**config.mk**
```make
export PLATFORM = sky130hd
export DESIGN_NAME = uart_hex_logger_flat
export DESIGN_NICKNAME = d
export VERILOG_FILES = /design/src/rtl/uart_hex_logger_if.sv /design/src/rtl/uart_hex_logger.sv /design/src/flat_wrapper.sv
export SDC_FILE = /design/constraint.sdc
export NUM_CORES = 1
export LEC_CHECK = 0
export CAP_MARGIN = 20
export CELL_PAD_IN_SITES_DETAIL_PLACEMENT = 0
export CELL_PAD_IN_SITES_GLOBAL_PLACEMENT = 1
export CORE_UTILIZATION = 40
export CTS_BUF_LIST = sky130_fd_sc_hd__clkbuf_8 sky130_fd_sc_hd__clkbuf_16
export DETAILED_ROUTE_END_ITERATION = 10
export PLACE_DENSITY = 0.71
export RECOVER_POWER = 50
export SLEW_MARGIN = 20
export SYNTH_ARGS = -nofsm -noshare
export SYNTH_HDL_FRONTEND = slang
export SYNTH_SLANG_ARGS = --single-unit
```
**constraint.sdc**
```tcl
create_clock -name clk -period 2.78 [get_ports clk]
set_input_delay 0.556 -clock clk [delete_from_list [all_inputs] [get_ports clk]]
set_output_delay 0.556 -clock clk [all_outputs]
set_load 0.05 [all_outputs]
```
**src/rtl/uart_hex_logger_if.sv**
```systemverilog
// Log-word input and UART character handshake bundle for uart_hex_logger.
// slave = the logger itself, master = whoever feeds words and owns the UART.
interface uart_hex_logger_if #(
  parameter int WIDTH = 32
);
  logic [WIDTH-1:0] in_data;
  logic             in_valid;
  logic             in_ready;
  logic [7:0]       drop_count;
  logic             busy;
  logic [7:0]       txd;
  logic             txd_strobe;
  logic             txd_ready;

  modport slave (
    input  in_data, in_valid, txd_ready,
    output in_ready, drop_count, busy, txd, txd_strobe
  );

  modport master (
    output in_data, in_valid, txd_ready,
    input  in_ready, drop_count, busy, txd, txd_strobe
  );
endinterface

```
**src/rtl/uart_hex_logger.sv**
```systemverilog
// Buffers WIDTH-bit log words in a small FIFO and prints each as lowercase hex
// plus end-of-line over the UART handshake. Define UART_HEX_LOGGER_CRLF_EN for "\r\n".
module uart_hex_logger #(
  parameter int WIDTH = 32,
  parameter int DEPTH = 4
) (
  input  logic             clk,
  input  logic             reset,
  uart_hex_logger_if.slave bus
);
  localparam int DIGITS = WIDTH / 4;
  localparam int DW     = (DIGITS > 1) ? $clog2(DIGITS) : 1;
  localparam int AW     = $clog2(DEPTH);
  localparam int CW     = AW + 1;

  typedef enum logic [2:0] {
    S_IDLE,
    S_LOAD,
    S_DIGIT,
`ifdef UART_HEX_LOGGER_CRLF_EN
    S_CR,
`endif
    S_LF
  } state_t;

  logic [WIDTH-1:0] mem_q [DEPTH];
  logic [AW-1:0]    wr_ptr_q, rd_ptr_q;
  logic [CW-1:0]    count_q, count_d;
  logic [7:0]       drop_q;
  state_t           state_q, state_d;
  logic [WIDTH-1:0] shift_q, shift_d;
  logic [DW-1:0]    cnt_q, cnt_d;
  logic [7:0]       txd_q, txd_d;
  logic             strobe_q, strobe_d;
  logic             full, empty, wr_en, pop, send;

  function automatic logic [7:0] hex_char(input logic [3:0] n);
    return (n < 4'd10) ? (8'h30 + {4'h0, n}) : (8'h57 + {4'h0, n});
  endfunction

  // Fullness is taken before this cycle's pop, so a write at full always drops.
  assign full  = (count_q == CW'(DEPTH));
  assign empty = (count_q == '0);
  assign wr_en = bus.in_valid && !full;
  assign pop   = (state_q == S_IDLE) && !empty;
  // The UART lowers ready one cycle late; skipping the cycle after a strobe avoids a double send.
  assign send  = bus.txd_ready && !strobe_q;

  always_comb begin
    count_d = count_q;
    unique case ({wr_en, pop})
      2'b10:   count_d = count_q + CW'(1);
      2'b01:   count_d = count_q - CW'(1);
      default: count_d = count_q;
    endcase
  end

  always_ff @(posedge clk) begin
    if (wr_en) mem_q[wr_ptr_q] <= bus.in_data;
  end

  always_ff @(posedge clk or posedge reset) begin
    if (reset) begin
      wr_ptr_q <= '0;
      rd_ptr_q <= '0;
      count_q  <= '0;
      drop_q   <= '0;
    end else begin
      count_q <= count_d;
      if (wr_en) wr_ptr_q <= wr_ptr_q + AW'(1);
      if (pop)   rd_ptr_q <= rd_ptr_q + AW'(1);
      if (bus.in_valid && full && (drop_q != 8'hFF)) drop_q <= drop_q + 8'd1;
    end
  end

  // State register
  always_ff @(posedge clk or posedge reset) begin
    if (reset) begin
      state_q  <= S_IDLE;
      shift_q  <= '0;
      cnt_q    <= '0;
      txd_q    <= '0;
      strobe_q <= 1'b0;
    end else begin
      state_q  <= state_d;
      shift_q  <= shift_d;
      cnt_q    <= cnt_d;
      txd_q    <= txd_d;
      strobe_q <= strobe_d;
    end
  end

  // Next-state logic
  always_comb begin
    state_d = state_q;
    unique case (state_q)
      S_IDLE:  if (!empty) state_d = S_LOAD;
      S_LOAD:  state_d = S_DIGIT;
      S_DIGIT: begin
        if (send && (cnt_q == '0)) begin
`ifdef UART_HEX_LOGGER_CRLF_EN
          state_d = S_CR;
`else
          state_d = S_LF;
`endif
        end
      end
`ifdef UART_HEX_LOGGER_CRLF_EN
      S_CR:    if (send) state_d = S_LF;
`endif
      S_LF:    if (send) state_d = S_IDLE;
      default: state_d = S_IDLE;
    endcase
  end

  // Output / datapath logic
  always_comb begin
    shift_d  = shift_q;
    cnt_d    = cnt_q;
    txd_d    = txd_q;
    strobe_d = 1'b0;
    unique case (state_q)
      S_IDLE:  if (!empty) shift_d = mem_q[rd_ptr_q];
      S_LOAD:  cnt_d = DW'(DIGITS - 1);
      S_DIGIT: begin
        if (send) begin
          txd_d    = hex_char(shift_q[WIDTH-1 -: 4]);
          strobe_d = 1'b1;
          shift_d  = shift_q << 4;
          cnt_d    = cnt_q - DW'(1);
        end
      end
`ifdef UART_HEX_LOGGER_CRLF_EN
      S_CR: begin
        if (send) begin
          txd_d    = 8'h0D;
          strobe_d = 1'b1;
        end
      end
`endif
      S_LF: begin
        if (send) begin
          txd_d    = 8'h0A;
          strobe_d = 1'b1;
        end
      end
      default: ;
    endcase
  end

  assign bus.in_ready   = !full;
  assign bus.drop_count = drop_q;
  assign bus.busy       = !empty || (state_q != S_IDLE);
  assign bus.txd        = txd_q;
  assign bus.txd_strobe = strobe_q;
endmodule
```
**src/flat_wrapper.sv**
```systemverilog
// flat-port wrapper written by rule: the top's interface ports become plain ports
module uart_hex_logger_flat 
#(
  parameter int WIDTH = 32,
  parameter int DEPTH = 4
)
  (clk, reset, bus_in_data, bus_in_valid, bus_txd_ready, bus_in_ready, bus_drop_count, bus_busy, bus_txd, bus_txd_strobe);
  uart_hex_logger_if #(.WIDTH(WIDTH)) bus_i ();
  input  logic clk;
  input  logic reset;
  input wire logic [$bits(bus_i.in_data)-1:0] bus_in_data;
  input wire logic [$bits(bus_i.in_valid)-1:0] bus_in_valid;
  input wire logic [$bits(bus_i.txd_ready)-1:0] bus_txd_ready;
  output wire logic [$bits(bus_i.in_ready)-1:0] bus_in_ready;
  output wire logic [$bits(bus_i.drop_count)-1:0] bus_drop_count;
  output wire logic [$bits(bus_i.busy)-1:0] bus_busy;
  output wire logic [$bits(bus_i.txd)-1:0] bus_txd;
  output wire logic [$bits(bus_i.txd_strobe)-1:0] bus_txd_strobe;
  assign bus_i.in_data = bus_in_data;
  assign bus_i.in_valid = bus_in_valid;
  assign bus_i.txd_ready = bus_txd_ready;
  assign bus_in_ready = bus_i.in_ready;
  assign bus_drop_count = bus_i.drop_count;
  assign bus_busy = bus_i.busy;
  assign bus_txd = bus_i.txd;
  assign bus_txd_strobe = bus_i.txd_strobe;
  uart_hex_logger #(.WIDTH(WIDTH), .DEPTH(DEPTH)) u_core (.clk(clk), .reset(reset), .bus(bus_i));
endmodule
```
Yosys cells after proc, flatten, opt, wreduce, memory -nomap -nowiden
Memory sizes are Yosys's and may differ from the RTL's.
Index checks and enable logic that the tools add are counted.
{"block": "classes", "add_sub_neg": 8, "order_cmp": 1, "n_eq_ne": 11, "muxes": 18, "reduce_logical": 23}
{"op": "32-bit two-way mux", "count": 2}
{"op": "32-bit case mux with 2 select lines", "count": 1}
{"op": "8-bit two-way mux", "count": 3}
{"op": "8-bit case mux with 2 select lines", "count": 1}
{"op": "3-bit two-way mux", "count": 4}
{"op": "3-bit case mux with 2 select lines", "count": 2}
{"op": "3-bit case mux with 4 select lines", "count": 1}
{"op": "3-bit logical NOT", "count": 3}
{"op": "3-bit AND reduction", "count": 3}
{"op": "7-bit by 4-bit adder with 8-bit output, first input constant", "count": 1}
{"op": "8-bit by 1-bit adder with 8-bit output, second input constant", "count": 1}
{"op": "8-bit inequality test, second input constant", "count": 1}
{"op": "2-bit nonzero test", "count": 4}
{"op": "6-bit by 4-bit adder with 7-bit output, first input constant", "count": 1}
{"op": "3-bit by 2-bit equality test with 1-bit output, second input constant", "count": 2}
{"op": "1-bit logical AND", "count": 6}
{"op": "2-bit by 1-bit inequality test with 1-bit output, second input constant", "count": 3}
{"op": "3-bit by 1-bit subtractor with 3-bit output, second input constant", "count": 2}
{"op": "2-bit by 1-bit adder with 2-bit output, second input constant", "count": 2}
{"op": "4-bit less-than comparator, second input constant", "count": 1}
{"op": "1-bit two-way mux", "count": 4}
{"op": "3-bit by 1-bit adder with 3-bit output, second input constant", "count": 1}
{"op": "3-bit by 1-bit equality test with 1-bit output, second input constant", "count": 1}
{"op": "3-bit equality test, second input constant", "count": 1}
{"op": "other kinds (8)", "count": 10}
{"block": "totals", "reg_bits": 62, "ramBits": 128, "inputBits": 36, "memories": 1}
{"name": "u_core.mem_q", "words": 4, "word_bits": 32, "read_ports": 1, "rd_ports_with_merged_regs": 0, "write_ports": 1, "line": "uart_hex_logger.sv:26", "rtl": "logic [WIDTH-1:0] mem_q [DEPTH];"}

Depth between registers and ports, before layout
{"block": "depth", "ltp_word": 5, "ltp_mapped": 9}

Least setup slack after synthesis
No wires, ideal clock.
{"block": "synth_path", "path_type": "reg-to-reg", "start": "register u_core.count_q[0]", "end": "register u_core.count_q[2]", "arrival_ns": 2.362, "t_required_ns": 2.701, "slack_ns": 0.339, "path_stages_with_launch": 10, "n_path_buf": 0, "synth_period_minus_slack_ns": 2.441, "path_cell_list": "dfrtp_1 -> or3b_1 -> and2_1 -> inv_1 -> ha_1 -> inv_1 -> fa_1 -> xor2_1 -> nor2_1 -> xor2_1"}
{"block": "synth_between", "elab_chain_cells": 5}
{"item": "start: declaration", "line": "uart_hex_logger.sv:28", "rtl": "logic [CW-1:0] count_q, count_d;"}
{"item": "start signal: assignment", "line": "uart_hex_logger.sv:69", "rtl": "count_q <= count_d;"}
{"item": "3-bit equality test (*)", "line": "uart_hex_logger.sv:42", "rtl": "assign full = (count_q == CW'(DEPTH));"}
{"item": "1-bit logical NOT (*)"}
{"item": "named net bus_in_ready", "line": "flat_wrapper.sv:14", "rtl": "output wire logic [$bits(bus_i.in_ready)-1:0] bus_in_ready;"}
{"item": "1-bit logical AND (*)", "line": "uart_hex_logger.sv:44", "rtl": "assign wr_en = bus.in_valid && !full;"}
{"item": "2-bit by 1-bit equality test with 1-bit output or 2-bit equality test (tied branches)", "line": "uart_hex_logger.sv:51", "rtl": "unique case ({wr_en, pop})"}
{"item": "3-bit case mux with 2 select lines or 2-bit nonzero test (tied branches)"}
The timed path passes the listed nets; every way through them passes the cells marked *.
A chain may end at the register's enable or synchronous reset.

Worst setup path in the final report
{"block": "layout_path", "start": "register u_core.count_q[0]", "end": "output port bus_in_ready"}
{"block": "layout_between", "elab_chain_cells": 2}
{"item": "3-bit equality test", "line": "uart_hex_logger.sv:42"}
{"item": "1-bit logical NOT", "line": "uart_hex_logger.sv:151", "rtl": "assign bus.in_ready = !full;"}
{"item": "end: declaration", "line": "flat_wrapper.sv:14"}
No other way between the ends.

==> impl_metrics.tcl <==
set metrics [dict create \
    grt_max_degree 61 \
    clock_latency_ns 0.43 \
    clock_tree.buffer_depth 2 \
    yosysSeqAreaShare 0.680 \
    max-vdd-ir-drop_mv 0.529 \
    worst-path-max-fanout 6 \
    r2r_start "u_core.state_q[0]" \
    rr_worst_depth 7 \
    crit_family "buffers and inverters" \
    violations "capacitance limit, slew limit" \
    finalWirelength_um 13500 \
    fin_crit_ns 2.65 \
    final_cells 765 \
    dieArea_um2 20200 \
    io_pins 55 \
    synth_common_cells "edfxtp_1 (128), dfrtp_1 (60), mux2_2 (33)" \
    drive_gt1_frac 0.255 \
    synth_cell_types 49 \
    drv_slew 61 \
    vias 3858 \
    post_drt_wl_per_cell_um 17.7 \
    ff2ff_setup_slack_ns 0.35 \
    crit_start "u_core.count_q[0]" \
    synthTopCellsByArea "edfxtp_1 (49%), dfrtp_1 (19%), mux4_2 (8.0%), mux2_2 (4.7%), mux2_4 (4.0%)" \
    core_region_area_um2 19000 \
    grt_pass1_wl_um 22700 \
    syn_nets 476 \
    fmax_mhz 378 \
    grt_use_total 0.152 \
    synthFlopType "edfxtp_1" \
    internal-power_mw 7.25 \
    cpPeakStageDelay_ns 0.75 \
    crit_cells 2 \
    grt_antenna_before_repair 0 \
    synth_edf_count 128 \
    syn_to_final_growth_pct 18.7 \
    setup_tns_ns 0 \
    pwr-share-comb 0.375 \
    fp.dieH_um 142 \
    grt_overflow 0 \
    clockRootBuffer "clkbuf_16" \
    power.leakage_nw 3.43 \
    hp-class "reg -> reg" \
    dp_hpwl_um 8080 \
    gp_congestion 0.730 \
    syn_inst 426 \
    ys_async_sr_fraction 0.319 \
    synth_area_um2 7860 \
    crit_end "bus_in_ready" \
    worstSetupEndpointType "primary output" \
    rsz0062_at_grt "false" \
    maxSlewHeadroom -0.0533 \
    power.density_nw_per_um2 1150 \
    maxCapViolations 1 \
    swShare 0.321 \
    holdBufCountCts 0 \
    path_buf_inv 1 \
    yosysWarnings 0 \
    htreeDepth 4 \
    row_count 50 \
    critical_path.startpoint_type "register" \
    power_frac_clock 0.231 \
    cp_slowest_cell "clkdlybuf4s50_1" \
    placed_cells 733 \
    avgSynthCellArea_um2 18.4 \
    grt_pass1_vias 4192 \
    synth_largest_area_cell "edfxtp_1" \
    finClkSkew_ns 0.00489 \
    setup_viol 0 \
    r2r-end "u_core.shift_q[27]" \
    cts_buffers 17 \
    yosysTopAreaCellShare 0.489 \
    critical_path_class "reg -> out" \
    via_per_inst 5.04 \
    pwr-share-seq 0.394 \
    report.final.hold_viol_count 0 \
    status "complete, but fails checks" \
    yosysMostFrequentCell "edfxtp_1" \
    antenna_left 0 \
    final_net_count 542 \
    n_antenna_cell 0 \
    crit_path_cell_trace "or3b_1 -> clkdlybuf4s50_1" \
    fin_crit_sh 0.952 \
    drc 0 \
    tightest_slew_ns 1.58 \
    cts_tree "yes" \
    power_switching_mw 3.43 \
    die_w_um 142 \
    cts_sinks 188 \
    arrival_ns 2.09 \
    port_buffers 53 \
    clkTransAtPathRegs_ns 0.07 \
    start_util 0.415 \
    drt-pass1-iter-count 4 \
    first_iter_violations 204 \
    ys_seq_elements 188 \
    worst_ep_required_time_ns 2.22 \
]
-- cells by family after synthesis --
group,Yosys count,share of synthesized area
flops,188,0.680
buf+inv,44,0.0323
fa+ha+maj,14,0.0232
simple gates,39,0.0317
compound gates,33,0.0263
other cells,1,0.000477
mux,93,0.190
xor+xnor,14,0.0156
-- placed cells by master, fill, tap and decap left out, types with 2 or more instances in the layout --
master,n
a21oi_1,9
a31oi_1,2
and2_0,2
and3_1,7
buf_12,5
buf_4,5
bufinv_16,2
clkbuf_16,17
clkbuf_2,2
clkdlybuf4s50_1,19
clkinv_1,2
clkinv_4,2
clkinv_8,2
dfrtp_1,59
dlygate4sd3_1,33
edfxtp_1,128
ha_1,13
inv_1,24
inv_6,5
inv_8,2
mux2_2,33
mux2_4,21
mux2i_1,6
mux4_1,4
mux4_2,28
nand2_1,5
nand2b_1,3
nand3_1,4
nand3b_1,2
nor2_1,2
nor3_1,3
o21ai_0,7
o22ai_1,4
o2bb2ai_1,3
or3_1,2
xnor2_1,10
xor2_1,4
-- metrics by stage --
step	total power, mW	hold slack, ns	worst slack, ns	util	cell area [µm²]
final	10.7	0.502	0.134	0.492	9330
after global routing	11.3	0.509	0.0484	0.492	9330
after CTS	10.9	0.503	0.106	0.494	9360
after detailed placement	8.37	0.484	0.405	0.462	8750
after global placement	8.28	0.478	0.421	0.462	8750
after floorplan	7.36	0.475	0.339	-	7860
-- power by group through the flow --
stage          Clock [mW]  Combinational, mW  Sequential (mW)
2_1_floorplan           0               2.95             4.41
6_report             2.46               4.01             4.21
5_1_grt              2.64               4.39             4.30
3_3_place_gp            0               4.05             4.22
3_5_place_dp            0               4.10             4.27
4_1_cts              2.54               4.13             4.22
-- state kept, by name, summed over array words and instances (netlist names) --
name / count
u_core.mem_q: 128
u_core.shift_q: 32
u_core.bus.drop_count: 8
u_core.bus.txd: 7
u_core.cnt_q: 3
u_core.count_q: 3
u_core.rd_ptr_q: 2
u_core.state_q: 2
u_core.wr_ptr_q: 2
u_core.bus.txd_strobe: 1
-- worst min path at each step --
| stage | start | to | slack [ns] | cells after the start |
|---|---|---|---|---|
| 3_5_place_dp | u_core.bus.txd[2] | u_core.bus.txd[2] | 0.48 | 1 |
| 4_1_cts | u_core.bus.txd[2] | u_core.bus.txd[2] | 0.50 | 1 |
| 5_1_grt | u_core.bus.txd[2] | u_core.bus.txd[2] | 0.51 | 1 |
| 2_1_floorplan | u_core.shift_q[27] | u_core.shift_q[27] | 0.47 | 1 |
| 6_report | u_core.bus.txd[4] | u_core.bus.txd[4] | 0.50 | 1 |
| 3_3_place_gp | u_core.bus.txd[0] | u_core.bus.txd[0] | 0.48 | 1 |
-- timing repair --
action,CTS,global route
gates resized for setup,1,0
setup buffers,0,0
setup endpoints to repair,1,0
-- final cells by class --
class	count	area, µm²
inverter	25	93.8
clock buffer	17	425
multi-input combinational	194	2270
sequential	188	5350
timing repair buffer	66	681
fill	1564	9630
clock inverter	15	185
tap	260	325
-- routing by layer --
metal / track usage / part of all wire
met4: 0.0577 / 0.015
met2: 0.249 / 0.50
met5: 0 / 0
met1: 0.198 / 0.46
met3: 0.0340 / 0.028
Note: power is estimated with default switching activity, not from simulation.
